**src/rtl/alu_issue_queue.sv**
```systemverilog
// In-order operand-collecting issue queue feeding the single-cycle integer ALU.
// Define ALU_IQ_BYPASS_EN to let an op arriving at an empty queue issue in the same cycle.
module alu_issue_queue #(
    parameter int DEPTH = 4,
    parameter int TAG_W = 6
) (
    input  logic                     clk,
    input  logic                     rst,
    input  logic                     flush,
    input  logic                     enq_valid,
    output logic                     enq_ready,
    input  logic [7:0]               enq_aluop,
    input  logic                     enq_src1_rdy,
    input  logic [TAG_W-1:0]         enq_src1_tag,
    input  logic [31:0]              enq_src1_val,
    input  logic                     enq_src2_rdy,
    input  logic [TAG_W-1:0]         enq_src2_tag,
    input  logic [31:0]              enq_src2_val,
    input  logic [TAG_W-1:0]         enq_dst_tag,
    input  logic                     wb_valid,
    input  logic [TAG_W-1:0]         wb_tag,
    input  logic [31:0]              wb_data,
    output logic                     iss_valid,
    input  logic                     iss_ready,
    output logic [7:0]               iss_aluop,
    output logic [31:0]              iss_reg1,
    output logic [31:0]              iss_reg2,
    output logic [TAG_W-1:0]         iss_dst_tag,
    output logic [$clog2(DEPTH):0]   count
);

    localparam int PTR_W = $clog2(DEPTH);
    localparam int CNT_W = PTR_W + 1;

    typedef struct packed {
        logic             valid;
        logic [7:0]       aluop;
        logic             rdy1;
        logic [TAG_W-1:0] tag1;
        logic [31:0]      val1;
        logic             rdy2;
        logic [TAG_W-1:0] tag2;
        logic [31:0]      val2;
        logic [TAG_W-1:0] dst;
    } entry_t;

    entry_t           entries_q [DEPTH];
    entry_t           entries_d [DEPTH];
    logic [PTR_W-1:0] head_q, head_d, tail_q, tail_d;
    logic [CNT_W-1:0] count_q, count_d;

    entry_t           incoming;
    logic             bypassSel;
    logic             enqFire, issFire, enqWrite, popHead;
    logic             selReady;
    logic [7:0]       selAluop;
    logic [31:0]      selVal1, selVal2;
    logic [TAG_W-1:0] selDst;

    // Incoming op with same-cycle writeback folded in, so a broadcast is never missed.
    always_comb begin
        incoming       = '0;
        incoming.valid = 1'b1;
        incoming.aluop = enq_aluop;
        incoming.rdy1  = enq_src1_rdy || (wb_valid && (wb_tag == enq_src1_tag));
        incoming.tag1  = enq_src1_tag;
        incoming.val1  = enq_src1_rdy ? enq_src1_val : wb_data;
        incoming.rdy2  = enq_src2_rdy || (wb_valid && (wb_tag == enq_src2_tag));
        incoming.tag2  = enq_src2_tag;
        incoming.val2  = enq_src2_rdy ? enq_src2_val : wb_data;
        incoming.dst   = enq_dst_tag;
    end

`ifdef ALU_IQ_BYPASS_EN
    assign bypassSel = !rst && !flush && (count_q == '0) && enq_valid
                       && incoming.rdy1 && incoming.rdy2;
`else
    assign bypassSel = 1'b0;
`endif

    // A flushed head is never offered, so wrong-path ops cannot reach the ALU.
    always_comb begin
        selReady = !rst && !flush && entries_q[head_q].valid
                   && entries_q[head_q].rdy1 && entries_q[head_q].rdy2;
        selAluop = entries_q[head_q].aluop;
        selVal1  = entries_q[head_q].val1;
        selVal2  = entries_q[head_q].val2;
        selDst   = entries_q[head_q].dst;
        if (bypassSel) begin
            selReady = 1'b1;
            selAluop = incoming.aluop;
            selVal1  = incoming.val1;
            selVal2  = incoming.val2;
            selDst   = incoming.dst;
        end
    end

    assign enq_ready   = !rst && (count_q < CNT_W'(DEPTH));
    assign iss_valid   = selReady;
    assign iss_aluop   = selReady ? selAluop : '0;
    assign iss_reg1    = selReady ? selVal1  : '0;
    assign iss_reg2    = selReady ? selVal2  : '0;
    assign iss_dst_tag = selReady ? selDst   : '0;
    assign count       = count_q;

    assign enqFire  = enq_valid && enq_ready;
    assign issFire  = iss_valid && iss_ready;
    assign enqWrite = enqFire && !(bypassSel && iss_ready);
    assign popHead  = issFire && !bypassSel;

    always_comb begin
        entries_d = entries_q;
        head_d    = head_q;
        tail_d    = tail_q;
        count_d   = count_q;
        if (flush) begin
            for (int i = 0; i < DEPTH; i++) begin
                entries_d[i].valid = 1'b0;
            end
            head_d  = tail_q;
            count_d = '0;
        end else begin
            if (wb_valid) begin
                for (int i = 0; i < DEPTH; i++) begin
                    if (entries_q[i].valid && !entries_q[i].rdy1 && (entries_q[i].tag1 == wb_tag)) begin
                        entries_d[i].rdy1 = 1'b1;
                        entries_d[i].val1 = wb_data;
                    end
                    if (entries_q[i].valid && !entries_q[i].rdy2 && (entries_q[i].tag2 == wb_tag)) begin
                        entries_d[i].rdy2 = 1'b1;
                        entries_d[i].val2 = wb_data;
                    end
                end
            end
            if (popHead) begin
                entries_d[head_q].valid = 1'b0;
                head_d = head_q + PTR_W'(1);
            end
            // Enqueue is blocked when full, so tail never lands on the slot being popped.
            if (enqWrite) begin
                entries_d[tail_q] = incoming;
                tail_d = tail_q + PTR_W'(1);
            end
            count_d = count_q + CNT_W'(enqWrite) - CNT_W'(popHead);
        end
    end

    always_ff @(posedge clk) begin
        if (rst) begin
            for (int i = 0; i < DEPTH; i++) begin
                entries_q[i] <= '0;
            end
            head_q  <= '0;
            tail_q  <= '0;
            count_q <= '0;
        end else begin
            for (int i = 0; i < DEPTH; i++) begin
                entries_q[i] <= entries_d[i];
            end
            head_q  <= head_d;
            tail_q  <= tail_d;
            count_q <= count_d;
        end
    end

endmodule
```
**config.mk**
```make
export PLATFORM = sky130hd
export DESIGN_NAME = alu_issue_queue
export DESIGN_NICKNAME = d
export VERILOG_FILES = /design/src/rtl/alu_issue_queue.sv
export SDC_FILE = /design/constraint.sdc
export NUM_CORES = 1
export LEC_CHECK = 0
export BUFFER_PORTS_ARGS = -buffer_cell sky130_fd_sc_hd__buf_4
export CORE_UTILIZATION = 55
export CTS_CLUSTER_SIZE = 16
export DETAILED_ROUTE_END_ITERATION = 10
export PLACE_DENSITY = 0.76
export SLEW_MARGIN = 20
export SYNTH_ARGS = -nofsm -noshare
export SYNTH_HDL_FRONTEND = slang
export SYNTH_SLANG_ARGS = --single-unit
```
**constraint.sdc**
```tcl
create_clock -name clk -period 4.3 [get_ports clk]
set_clock_uncertainty 0.15 [all_clocks]
set_input_delay 0.215 -clock clk [delete_from_list [all_inputs] [get_ports clk]]
set_output_delay 0.215 -clock clk [all_outputs]
set_load 0.05 [all_outputs]
```
Word-level counts from Yosys, hierarchy flattened
Index checks and enable logic that the tools add are counted.

storage, ports and cells
  logic and storage cells = 163
  output and inout port bits = 83
  flip-flop bits (word level) = 379
  input bits = 136

cells by class
  bitwise logic cells = 3
  reduce and logical (&&, ||, !) cells = 42
  add/sub/neg operators = 4
  multiplexer cells = 60
  equality and inequality tests = 10
  order comparisons = 5

operators with widths
  kind                 count
  $mux 372             3
  $bwmux 372           2
  $mux 32              20
  $demux 93 s2         2
  $mux 93              4
  $mux 33              8
  $bmux 93 s2          1
  $eq 6x6->1           10
  $logic_and 1x1->1    27
  $mux 1               16
  $logic_not 1->1      10
  $mux 8               1
  $ge 3x3->1 const B   2
  $lt 3x1->1 const B   2
  $mux 6               1
  $not 2->3            2
  $add 2x1->2 const B  2
  $mux 2               2
  $add 3x1->3          1
  $lt 3x3->1 const B   1
  $sub 3x1->3          1
  $logic_or 1x1->1     2
  $reduce_and 2->1     1
  $reduce_bool 2->1    1
  other kinds (2)      2

Depth between registers and ports, before layout
  depth after elaboration = 12
  mapped depth = 10
  depth with buffers taken out = 9

Least setup slack after synthesis
Ideal clock, no wire load.

  path type = flip-flop to flip-flop
  start = register count_q[2] (netlist: count[2])
  end = register entries_q[19] in the netlist's numbering
  cell stages (with the launch flop) = 8
  data required time = 4.031 ns
  clock period less this slack = 2.810 ns
  path slack = 1.490 ns
  data arrival time = 2.541 ns
  path through = dfxtp_1 -> nor2_1 -> and3_1 -> clkbuf_1 -> clkbuf_1 -> clkbuf_1 -> a21oi_1 -> o221a_2

between the ends
  longest elaborated chain between the ends = 4

ends and longest elaborated chain
  what                            line  RTL
  start: declaration              50    logic [CNT_W-1:0] count_q, count_d;
  start signal: assignment        162   count_q <= count_d;
  $lt 3x3->1                      98    assign enq_ready = !rst && (count_q < CNT_W'(DEPTH));
  $logic_and 1x1->1               98
  via enq_ready                   11    output logic enq_ready,
  $logic_and 1x1->1               106   assign enqFire = enq_valid && enq_ready;
  $mux 372                        140   if (enqWrite) begin
  end signal: indexed assignment  158   entries_q[i] <= entries_d[i];
  end: declaration                47    entry_t entries_q [DEPTH];

The timed path passes the listed nets, and every way through them passes these cells.
A chain may end at the register's enable or synchronous reset.

Worst setup path after layout
  start = input port rst
  end = register entries_q[289] in the netlist's numbering

between the ends
  longest elaborated chain between the ends = 10
  elaborated cells on any way between the ends = 12
  those cells by class = mux: 4; reduce/logical: 8

ends and longest elaborated chain
  what                             line    RTL
  start: declaration               8       input logic rst,
  $logic_not 1->1                  83, 98
  $logic_and 1x1->1 (2 in series)  83      selReady = !rst && !flush && entries_q[head_q].valid
  $logic_and 1x1->1 (2 in series)  84      && entries_q[head_q].rdy1 && entries_q[head_q].rdy2;
  $logic_and 1x1->1                107     assign issFire = iss_valid && iss_ready;
  $mux 372                         135     if (popHead) begin
  $mux 372                         116     if (flush) begin
  $bwmux 372                       141     entries_d[tail_q] = incoming;
  $mux 372                         140

Parallel ways exist; a longest one is shown, timed or not. The select of a mux whose other input is x is not followed.

==> qor.csv <==
stage,metric,value,unit
routing,wl_per_cell,23.4,µm
synthesis,synth.distinct_cells,55,
power,power_leakage,8.34,nW
die,start_util,55.7,%
synthesis,syn_nets,2214,
synthesis,syn_area_per_cell,9.29,µm²
routing,drc,0,
clock_tree,cts_tree,done,
synthesis,ys_async_sr_fraction,0,%
setup_path,timing_worst_setup_path_type,input port to flip-flop,
global_route,grt.total_usage,34.4,%
final_layout,final_area,22900,µm²
sta,hold_viol_final,0,
sta,rsz0062_at_grt,false,
die,io_pins,219,
min_path,min_path_type,input port to flip-flop,
placed_design,pre_cts_ws,1.24,ns
min_path,hold_start,enq_src1_val[30],
clock_tree,clk_pin_slew_worst_paths,0.07,ns
clock_tree,htreeDepth,2,
synthesis,ys_ff_latch,379,
power,power.density,348,nW/µm²
sta,slew_viol_final,0,
setup_path,cp_max_fo,100,
synthesis,syn-cell-area,19200,µm²
placed_design,post_dp_cell_area,20900,µm²
sta,relSlewSlack,21.8,%
final_layout,syn_to_final_growth,19.1,%
clock_tree,clk_latency,0.53,ns
final_layout,drive_gt1_share,30.6,%
final_layout,n_fill_cell,2768,
placed_design,dp_hpwl,36800,µm
setup_path,timing.rr.start,tail_q[1],
routing,drtPass1Iterations,6,
global_route,grt_pass1_wl,97400,µm
sta,setup_violations,0,
die,core,34500,µm²
clock_tree,cts_root_buf,clkbuf_16,
global_route,first_global_vias,17100,
global_route,grt_max_degree,101,
sta,tightest_slew,1.17,ns
setup_path,crit_start,rst,
routing,vias,17800,
synthesis,synth_ff_type,dfxtp_1,
outcome,outcome,"finished, final reports clean",
setup_path,cp.required,4.55,ns
die,fp.dieW,189,µm
power,peakVddDrop,0.260,mV
final_layout,finish.utilization,66.3,%
sta,whs,0.00659,ns
die,die_area,35700,µm²
synthesis,ys_warn_count,0,
clock_tree,postCtsSetupBuffers,0,
flow_run,max_cap_viol_count,0,
setup_path,end_kind,flip-flop,
sta,period_minus_slack,3.63,ns
final_layout,multi_input_area,10700,µm²
final_layout,mostFrequentLayoutCell,dfxtp_1,
placed_design,gp_routability_congestion,0.883,
final_layout,nets,2350,
power,finalPower,7.95,mW
die,fp.dieH,189,µm
synthesis,synth_seq_area_share,39.5,%
global_route,antenna_found_initial,2,
final_layout,instances_no_fill,2687,
setup_path,cp-start-kind,input port,
sta,fmax,275,MHz
routing,wl,62800,µm
sta,finalSetupTns,0,ns
clock_tree,clkSinkCount,379,
routing,via_per_inst,6.61,
routing,drt_iter0_drc,2071,
synthesis,syn_inst,2068,
clock_tree,numCtsBuffers,41,
final_layout,final-seq-area,7590,µm²
routing,drtAntennaViolNets,0,
sta,period_share,84.5,%
final_layout,layout_common_cells,"dfxtp_1 (377), a21oi_1 (322), buf_4 (257), nand2_1 (241), o221a_2 (206)",
synthesis,synth_enable_flop_cells,0,
die,rows,68,
setup_path,worstPathArrival,3.88,ns
placed_design,numPlacedInstances,2548,
placed_design,io_buffers,218,
global_route,overflow,0,
clock_tree,cts_max_path_buffers,3,
sta,setup_ws,0.667,ns
==> sequential cells by signal, summed over array words and instances, names as in the netlist <==
signal / count
head_q: 2
count: 3
tail_q: 2
entries_q: 372
==> cell families (layout without fill, tap and decap cells) <==
family / count (synthesis) / after routing / share of synthesized area (%)
and+or+nand+nor: 631 / 631 / 16.0
AOI/OAI and AO/OA: 617 / 617 / 24.1
DFF: 379 / 379 / 39.5
buffers and inverters: 248 / 411 / 5.25
muxes: 119 / 119 / 11.5
xor gates and xnor gates: 64 / 64 / 2.96
adders and majority gates: 10 / 10 / 0.691
other: 0 / 1 / 0
==> where the power goes <==
part | switching [mW] | internal, mW | total (mW)
combinational | 0.537 | 0.408 | 0.945
sequential | 0.0510 | 3.58 | 3.63
clock | 1.42 | 1.95 | 3.37
==> repair_timing <==
item	in CTS	in global routing
hold buffers	68	0
endpoints found under the setup margin	0	0
hold endpoints to repair	146	0
resized for setup	0	0
==> layer usage <==
layer	share of wire, %	track usage (%)	vias up
met3	9.9	6.04	181
met4	3.9	15.3	0
met5	0	0	-
met1	40	45.3	8583
met2	47	55.4	1060
li1	-	-	7937
==> path summary, 6_finish.rpt <==
kind	cells past startpoint	slack (ns)	to
hold reg to reg	2	0.30	entries_q[275]
hold / removal	4	0.007	entries_q[261]
setup / recovery	6	0.67	entries_q[289]
setup reg to reg	9	0.74	entries_q[289]
==> critical path, cell delays in order <==
cell and delay (ns):
dlygate4sd3_1 0.57, buf_8 0.40, buf_4 0.86, buf_4 0.94, a311oi_1 0.11, dlygate4sd3_1 0.63
==> cells in the mapped netlist (all sizes together) (35+ instances only) <==
master  instances  area, µm²
nand2         242        908
a211oi         46        345
o221a         206       2320
buf            53        277
nor3           59        300
dfxtp         379       7590
a21oi         322       1610
clkbuf        183        687
xor2           35        314
nor2           94        355
nor2b         113        707
mux4           78       1760
==> layout make-up <==
| class | count | share of cell area [%] |
|---|---|---|
| Clock buffer | 61 | 5.17 |
| Antenna cell | 1 | 0.0109 |
| Clock inverter | 9 | 0.334 |
| Timing Repair Buffer | 329 | 11.7 |
| Inverter | 12 | 0.197 |
| Sequential cell | 379 | 33.2 |
| Tap cell | 455 | 2.49 |
| Multi-Input combinational cell | 1441 | 46.8 |
Power figures use the tool's default switching activity.
